===== config.mk =====
export PLATFORM = sky130hd
export DESIGN_NAME = dense_requant
export DESIGN_NICKNAME = d
export VERILOG_FILES = /design/src/rtl/nn_pkg.sv /design/src/rtl/requant_unit.sv /design/src/rtl/dense_requant.sv
export SDC_FILE = /design/constraint.sdc
export NUM_CORES = 2
export LEC_CHECK = 0
export BUFFER_PORTS_ARGS = -buffer_cell sky130_fd_sc_hd__buf_4
export CAP_MARGIN = 20
export CORE_AREA = 2 2 503 505
export CTS_CLUSTER_SIZE = 25
export DETAILED_ROUTE_END_ITERATION = 16
export DIE_AREA = 0 0 505 507
export GPL_TIMING_DRIVEN = 0
export REMOVE_ABC_BUFFERS = 1
export SYNTH_ARGS = -nofsm -noshare
export SYNTH_HDL_FRONTEND = slang
export SYNTH_HIERARCHICAL = 1
export SYNTH_SLANG_ARGS = --single-unit
export TNS_END_PERCENT = 30

===== constraint.sdc =====
create_clock -name clk -period 70.7 [get_ports clk]
set_input_delay 3.535 -clock clk [delete_from_list [all_inputs] [get_ports clk]]
set_output_delay 3.535 -clock clk [all_outputs]
set_load 0.005 [all_outputs]

===== src/rtl/nn_pkg.sv =====
// Shared definitions for the MLP layer blocks: layer FSM states and
// two's-complement saturation bounds.
package nn_pkg;

   typedef enum logic [1:0] {
      IDLE = 2'd0,
      RUN  = 2'd1,
      DONE = 2'd2
   } state_t;

   // Largest value representable in a signed w-bit word.
   function automatic longint sat_max(input int w);
      return (longint'(1) <<< (w - 1)) - longint'(1);
   endfunction

   // Smallest value representable in a signed w-bit word.
   function automatic longint sat_min(input int w);
      return -(longint'(1) <<< (w - 1));
   endfunction

endpackage


===== src/rtl/requant_unit.sv =====
// Combinational requantization of one element: optional ReLU, round-half-up
// arithmetic right shift, then saturation to the narrow output width.
module requant_unit
   import nn_pkg::*;
#(
   parameter int WIDTH_IN  = 32,
   parameter int WIDTH_OUT = 8,
   parameter int SHIFT     = 8,
   parameter int RELU      = 1
) (
   input  logic signed [WIDTH_IN-1:0]  x,
   output logic signed [WIDTH_OUT-1:0] y
);

   localparam logic signed [WIDTH_IN:0] HI = (WIDTH_IN + 1)'(sat_max(WIDTH_OUT));
   localparam logic signed [WIDTH_IN:0] LO = (WIDTH_IN + 1)'(sat_min(WIDTH_OUT));

   // One guard bit so adding the rounding offset to the most positive input
   // cannot wrap.
   logic signed [WIDTH_IN:0] xe;
   logic signed [WIDTH_IN:0] r;

   assign xe = {x[WIDTH_IN-1], x};

   if (SHIFT > 0) begin : g_shift
      localparam logic signed [WIDTH_IN:0] HALF = (WIDTH_IN + 1)'(1) <<< (SHIFT - 1);
      assign r = (xe + HALF) >>> SHIFT;
   end else begin : g_noshift
      assign r = xe;
   end

   // NOTE: every output of a combinational block gets a default first so no
   // path can leave it unassigned and infer a latch.
   always_comb begin
      y = '0;
      if (RELU != 0 && x[WIDTH_IN-1]) begin
         y = '0;
      end else if (r > HI) begin
         y = HI[WIDTH_OUT-1:0];
      end else if (r < LO) begin
         y = LO[WIDTH_OUT-1:0];
      end else begin
         y = r[WIDTH_OUT-1:0];
      end
   end

endmodule


===== src/rtl/dense_requant.sv =====
// Post-layer requantization: snapshots a dense layer's accumulator vector and
// converts it one neuron per cycle into the next layer's 8-bit activations.
module dense_requant
   import nn_pkg::*;
#(
   parameter int NEURON_NB = 32,
   parameter int WIDTH_IN  = 32,
   parameter int WIDTH_OUT = 8,
   parameter int SHIFT     = 8,
   parameter int RELU      = 1
) (
   input  logic                           clk,
   input  logic                           reset,
   input  logic                           requant_go,
   input  logic [WIDTH_IN*NEURON_NB-1:0]  requant_in,
   output logic [WIDTH_OUT*NEURON_NB-1:0] requant_out,
   output logic                           requant_done
);

   localparam int             IDX_W = (NEURON_NB > 1) ? $clog2(NEURON_NB) : 1;
   localparam logic [IDX_W-1:0] LAST = IDX_W'(NEURON_NB - 1);

   state_t                         state, next_state;
   logic                           capture, write;
   logic [IDX_W-1:0]               idx;
   logic [WIDTH_IN*NEURON_NB-1:0]  snap;
   logic signed [WIDTH_IN-1:0]     elem_in;
   logic signed [WIDTH_OUT-1:0]    elem_out;

   always_comb begin
      next_state = state;
      capture    = 1'b0;
      write      = 1'b0;
      unique case (state)
         IDLE: begin
            if (requant_go) begin
               capture    = 1'b1;
               next_state = RUN;
            end
         end
         // A started run always completes; go is not looked at here.
         RUN: begin
            write = 1'b1;
            if (idx == LAST) next_state = DONE;
         end
         DONE: begin
            if (!requant_go) next_state = IDLE;
         end
         default: next_state = IDLE;
      endcase
   end

   // NOTE: state is updated with non-blocking assignments so every flop
   // samples the pre-edge values regardless of block ordering.
   always_ff @(posedge clk or posedge reset) begin
      if (reset) begin
         state        <= IDLE;
         requant_done <= 1'b0;
      end else begin
         state        <= next_state;
         requant_done <= (next_state == DONE);
      end
   end

   assign elem_in = snap[idx*WIDTH_IN +: WIDTH_IN];

   requant_unit #(
      .WIDTH_IN (WIDTH_IN),
      .WIDTH_OUT(WIDTH_OUT),
      .SHIFT    (SHIFT),
      .RELU     (RELU)
   ) u_unit (
      .x(elem_in),
      .y(elem_out)
   );

   // NOTE: the snapshot is a plain register vector, not a RAM, so it is reset
   // along with everything else to give a defined state after reset.
   always_ff @(posedge clk or posedge reset) begin
      if (reset) begin
         snap        <= '0;
         requant_out <= '0;
         idx         <= '0;
      end else if (capture) begin
         snap        <= requant_in;
         requant_out <= '0;
         idx         <= '0;
      end else if (write) begin
         requant_out[idx*WIDTH_OUT +: WIDTH_OUT] <= elem_out;
         idx <= idx + 1'b1;
      end
   end

endmodule


* Yosys cells after proc, flatten, opt, wreduce, memory -nomap -nowiden
Index checks and enable logic that the tools add are counted.
Storage, ports and cells: input bits 1027, RAM bits 0, memory bits (read-only) 0, word-level logic and storage cells 34, bits in registers 1288, output and inout bits 257, latch bits 0, memories 0
Cells by class: add/subtract/negate cells 3, bitwise operators 0, reduce and logical (&&, ||, !) cells 2, multipliers 0, muxes and demuxes 15, equal/unequal tests 4, div/mod/pow operators 0, magnitude comparators 2, shifts and indexed selects 3
Operator list (count):
- $shiftx A1024 B11 Y32 | 1
- $mux W256 | 2
- $bwmux W256 | 1
- $shift A8 B34 Y256 const A | 1
- $shiftx A8 B34 Y256 | 1
- $neg A8 Y34 | 1
- $add A32 B9 Y33 const B | 1
- $gt A25 B8 Y1 const B | 1
- $lt A25 B8 Y1 const B | 1
- $mux W8 | 3
- $mux W5 | 2
- $mux W2 | 3
- $pmux W2 S3 | 1
- $add A5 B1 Y5 const B | 1
- $eq A5 B5 Y1 const B | 1
- $eq A2 B2 Y1 const B | 2
- $mux W1 | 3
- $eq A2 B1 Y1 const B | 1
- $logic_not A2 Y1 | 1
- $reduce_bool A2 Y1 | 1

* Logic depth before layout (Yosys ltp)
depth in word-level cells 10, depth in mapped cells 21, mapped depth without buffers 14

* Modules after synthesis
The synthesis kept the hierarchy.
Modules (own cells, without submodules):
- dense_requant | cells an instance 6288, times used 1, area an instance 57936.8 um^2, sequential area each 32230.9 um^2
- requant_unit | cells an instance 84, times used 1, area an instance 584.3 um^2, sequential area each 0.0 um^2

* Least setup slack after synthesis
Ideal clock, no wire load.
path type in2reg, from input port requant_go, to register idx[2], data arrival time 4.960 ns, slack 65.609 ns, cell stages on the path 7, path buffers 4, required time 70.568 ns, library setup time 0.132 ns, path through nor2b_1 nor2b_1 clkbuf_1 clkbuf_1 clkbuf_1 clkbuf_1 nor2_1
On the way: word-level cells in the longest chain between the ends 3, elaborated cells on any way between the ends 4, classes of those cells mux (3); reduce/logical (1)
Ends and longest elaborated chain:
- start: declaration | RTL line dense_requant.sv:14 | input logic requant_go,
- $mux W1 (*) | RTL line dense_requant.sv:36 | if (requant_go) begin
- $mux W1 (*) | RTL line dense_requant.sv:34 | unique case (state)
- $mux W5 or $reduce_bool A2 Y1 (tied branches)
- end signal: assignment | RTL line dense_requant.sv:90 | idx <= idx + 1'b1;
- end: declaration | RTL line dense_requant.sv:25 | logic [IDX_W-1:0] idx;
Mark *: on every way between the ends. The rest lies on a longest branch, timed or not. A chain may end at the register's enable or synchronous reset.

* Final worst setup path
from register idx[0], to register requant_out[240]
On the way: word-level cells in the longest chain between the ends 10, elaborated cells on any way between the ends 13, classes of those cells add/sub (2); order compare (2); shift (3); mux (6)
Ends and longest elaborated chain:
- $shiftx A1024 B11 Y32 (*) | RTL line dense_requant.sv:65 | assign elem_in = snap[idx*WIDTH_IN +: WIDTH_IN];
- net elem_in[21] | RTL line dense_requant.sv:27 | logic signed [WIDTH_IN-1:0] elem_in;
- $add A32 B9 Y33 (*) | RTL line requant_unit.sv:27 | assign r = (xe + HALF) >>> SHIFT;
- $lt A25 B8 Y1 | RTL line requant_unit.sv:40 | end else if (r < LO) begin
- $mux W8 | RTL line requant_unit.sv:40
- $mux W8 (*) | RTL line requant_unit.sv:38 | end else if (r > HI) begin
- $mux W8 (*) | RTL line requant_unit.sv:36 | if (RELU != 0 && x[WIDTH_IN-1]) begin
- net elem_out[0] | RTL line dense_requant.sv:28 | logic signed [WIDTH_OUT-1:0] elem_out;
- $shiftx A8 B34 Y256 (*) | RTL line dense_requant.sv:89 | requant_out[idx*WIDTH_OUT +: WIDTH_OUT] <= elem_out;
- $bwmux W256 (*) | RTL line dense_requant.sv:89
- $mux W256 (*) | RTL line dense_requant.sv:88 | end else if (write) begin
- $mux W256 (*) | RTL line dense_requant.sv:84 | end else if (capture) begin
- end signal: indexed assignment | RTL line dense_requant.sv:89
- end: declaration | RTL line dense_requant.sv:16 | output logic [WIDTH_OUT*NEURON_NB-1:0] requant_out,
Mark *: on every way through the listed nets, which the timed path passes. The rest lies on a longest branch. The select of a mux whose other input is x is not followed.

==> summary.md <==
| Metric | Value |
|---|---|
| Drt pass-1 iters | 6 |
| Die Height | roughly 510 um |
| CORE AREA | ~250,000 um2 |
| Htree depth | 4 |
| CTS tree | yes |
| Sw Share | 41.90% |
| Total power | slightly above 0.003 W |
| Slew Limit Headroom | roughly 20% |
| Reg2reg path depth | 14 |
| Setup-failing EPs final | 0 |
| Hold buffers post-CTS | 0 |
| Most frequent cells in the layout | 2,733 x nand2_1, 1,067 x buf_4, 1,059 x dfrtp_1 |
| Worst R2R Setup Slack | about 63,000 ps |
| Post-layout min period | roughly 7300 ps |
| Fin Setup TNS | 0 ps |
| Grt met1 use | roughly a fifth |
| Status | complete, no violations |
| Clock group share of total power | approximately a quarter |
| CTS max path bufs | 3 |
| WS Path Type | flip-flop to flip-flop |
| Worst Skew | 84.98 ps |
| Hold endpoint | snap[789] |
| Hold depth | 2 |
| Mean Syn Cell Area | 9.171 um2 |
| Nets | 7,213 |
| Setup Buffers After CTS | 0 |
| Share of cells above drive strength 1 | 23.89% |
| Pin count of the biggest net entering global routing | between 100 and 150 |
| Most common cell after layout, fill and taps aside | nand2_1 |
| Die area | about 260,000 um2 |
| Combinational cell fraction of total power | a little over two fifths |
| Syn Std Cell Area | roughly 50,000 um2 |
| First-pass GRT wire length | approximately 300 mm |
| Avg WL per Cell | 21.42 um |
| Num rows | 184 |
| Power density cells | approximately 46 nW/um2 |
| Pre-CTS setup slack | around 63,000 ps |
| Pint | about 0.0018 W |
| Psw | 0.001278 W |
| CTS resizes | 0 |
| Vias in the first global route | roughly 42,000 |
| R2r startpoint | idx[0] |
| Critical Path Sink Type | flip-flop |
| I/O pin cnt | approximately 1,300 |
| Grt total ovfl | 0 |
| Number of DRC markers in iteration 0 | 3,450 |
| Hpwl dp | ~160 mm |
| GRT Total Usage | between 10% and 20% |
| HP Class | flip-flop to flip-flop |
| Req. time, crit path | 71,420 ps |
| Reg power frac | 34.3% |
| Clock-pin slew on the worst setup and hold paths | about 60 ps |
| IO buf count | 1,059 |
| Hold slack final | about 470 ps |
| Max incr delay on CP | about 980 ps |
| Slew @ Worst Pin | ~1200 ps |
| RSZ-0062 raised after global routing | false |
| Vias/cell | between 4 and 5 |
| Via count | slightly above 40,000 |
| CP max stage cell | a21oi_1 |
| Most frequent CP cell | a21oi_1 |
| CTS sink cnt | about 1,100 |
| Fmax achieved | 136.7 MHz |
| GRT met2 Usage | 25.51% |
| Root Buffer | clkbuf_16 |
| Busiest layer in global routing | met2 |
| Detailed Route WL | just over 200 mm |
| Layout area overhead | 35.34% |
| Worst EP arrival | between 8000 and 9000 ps |
| Yosys warning total | 6 |
| Drt drc | 0 |
| CTS buffer count | 130 |
| Met3 Usage GRT | 3.869% |
| Max-cap viol count | 0 |
| Final worst path period share | slightly above 10% |
| Placer Congestion | slightly below 0.9 |
| Max-slew violations | 0 |
| Final Hold Violating Endpoints | 0 |
| Lkg Pwr | between 30 and 40 nW |
| Syn Inst Count | approximately 5,300 |
| Worst setup SP type | flip-flop |
| Initial antenna violation count | 54 |
| Critical path, cell by cell | buf_16, or3b_2, o221ai_1, a21oi_1, a211oi_2, and4_1, nand4_4, nor3_1, mux2i_1, a21oi_1, a21oi_1, nand4_1, or4_1, a21oi_1 |
| Crit Reg-Reg Endpoint | requant_out[240] |
| Final antenna-violating net count | 0 |
| Initial Util | a little under 20% |
| Worst-Skew Late Latency | 800 ps |
| Crit path max fanout | 47 |
| Min-delay src | snap[789] |
| Max IR drop VDD | between 0.02 and 0.03 mV |
| PnR worst setup slack | roughly 63,000 ps |
| Die Width | slightly above 500 um |
per-stage QoR:
stage               cell area (um2)  util, %  std cells
floorplan                     47070        -       4892
global placement              59210    23.64       9299
detailed placement            61290    24.47       9390
CTS                           65860    26.29       9624
global route                  65950    26.33       9646
finish                        65970    26.34       9655
worst max-delay path, delay by kind of cell, from the launching register on:
family / cells / cell delay, ps
DFF: 1 / 700
AOI/OAI and AO/OA: 6 / 2810
muxes: 1 / 300
and+or+nand+nor: 6 / 2990
buffers and inverters: 1 / 300
final cells by class:
| cell class | instances | area [um2] |
|---|---|---|
| fill | 26730 | 184500 |
| sequential | 1064 | 26640 |
| multi-input combinational | 3820 | 20540 |
| timing repair buffer | 1154 | 9926 |
| tap | 3348 | 4189 |
| clock buffer | 175 | 3642 |
| clock inverter | 59 | 927.1 |
| antenna | 27 | 67.56 |
| inverter | 8 | 37.54 |
flip-flops by register name, indices dropped and copies added (netlist names):
signal,flops
idx,5
requant_done,1
requant_out,256
state,2
snap,800
power groups by stage:
| stage | clock network (W) | registers [W] | logic [W] |
|---|---|---|---|
| floorplan | 0 | 0.00104 | 0.000800 |
| global placement | 0 | 0.00111 | 0.00143 |
| detailed placement | 0 | 0.00106 | 0.00131 |
| CTS | 0.000730 | 0.00105 | 0.00132 |
| global route | 0.000755 | 0.00108 | 0.00141 |
| finish | 0.000709 | 0.00105 | 0.00129 |
worst max path at each step:
stage	slack [ps]	cells after the start	start	end
6_report	63390	14	idx[0]	requant_out[240]
5_1_grt	63350	14	idx[1]	requant_out[216]
4_1_cts	62630	14	idx[0]	requant_out[88]
3_5_place_dp	62660	14	idx[0]	requant_out[240]
3_3_place_gp	14230	5	requant_go	snap[603]
2_1_floorplan	37210	1	reset	idx[0]
layer usage:
| metal | routed length, um | up-vias |
|---|---|---|
| met5 | 118 | - |
| met3 | 14740 | 368 |
| met1 | 87030 | 20520 |
| li1 | - | 19040 |
| met4 | 8450 | 18 |
| met2 | 96510 | 1632 |
Power figures use the tool's default switching activity.
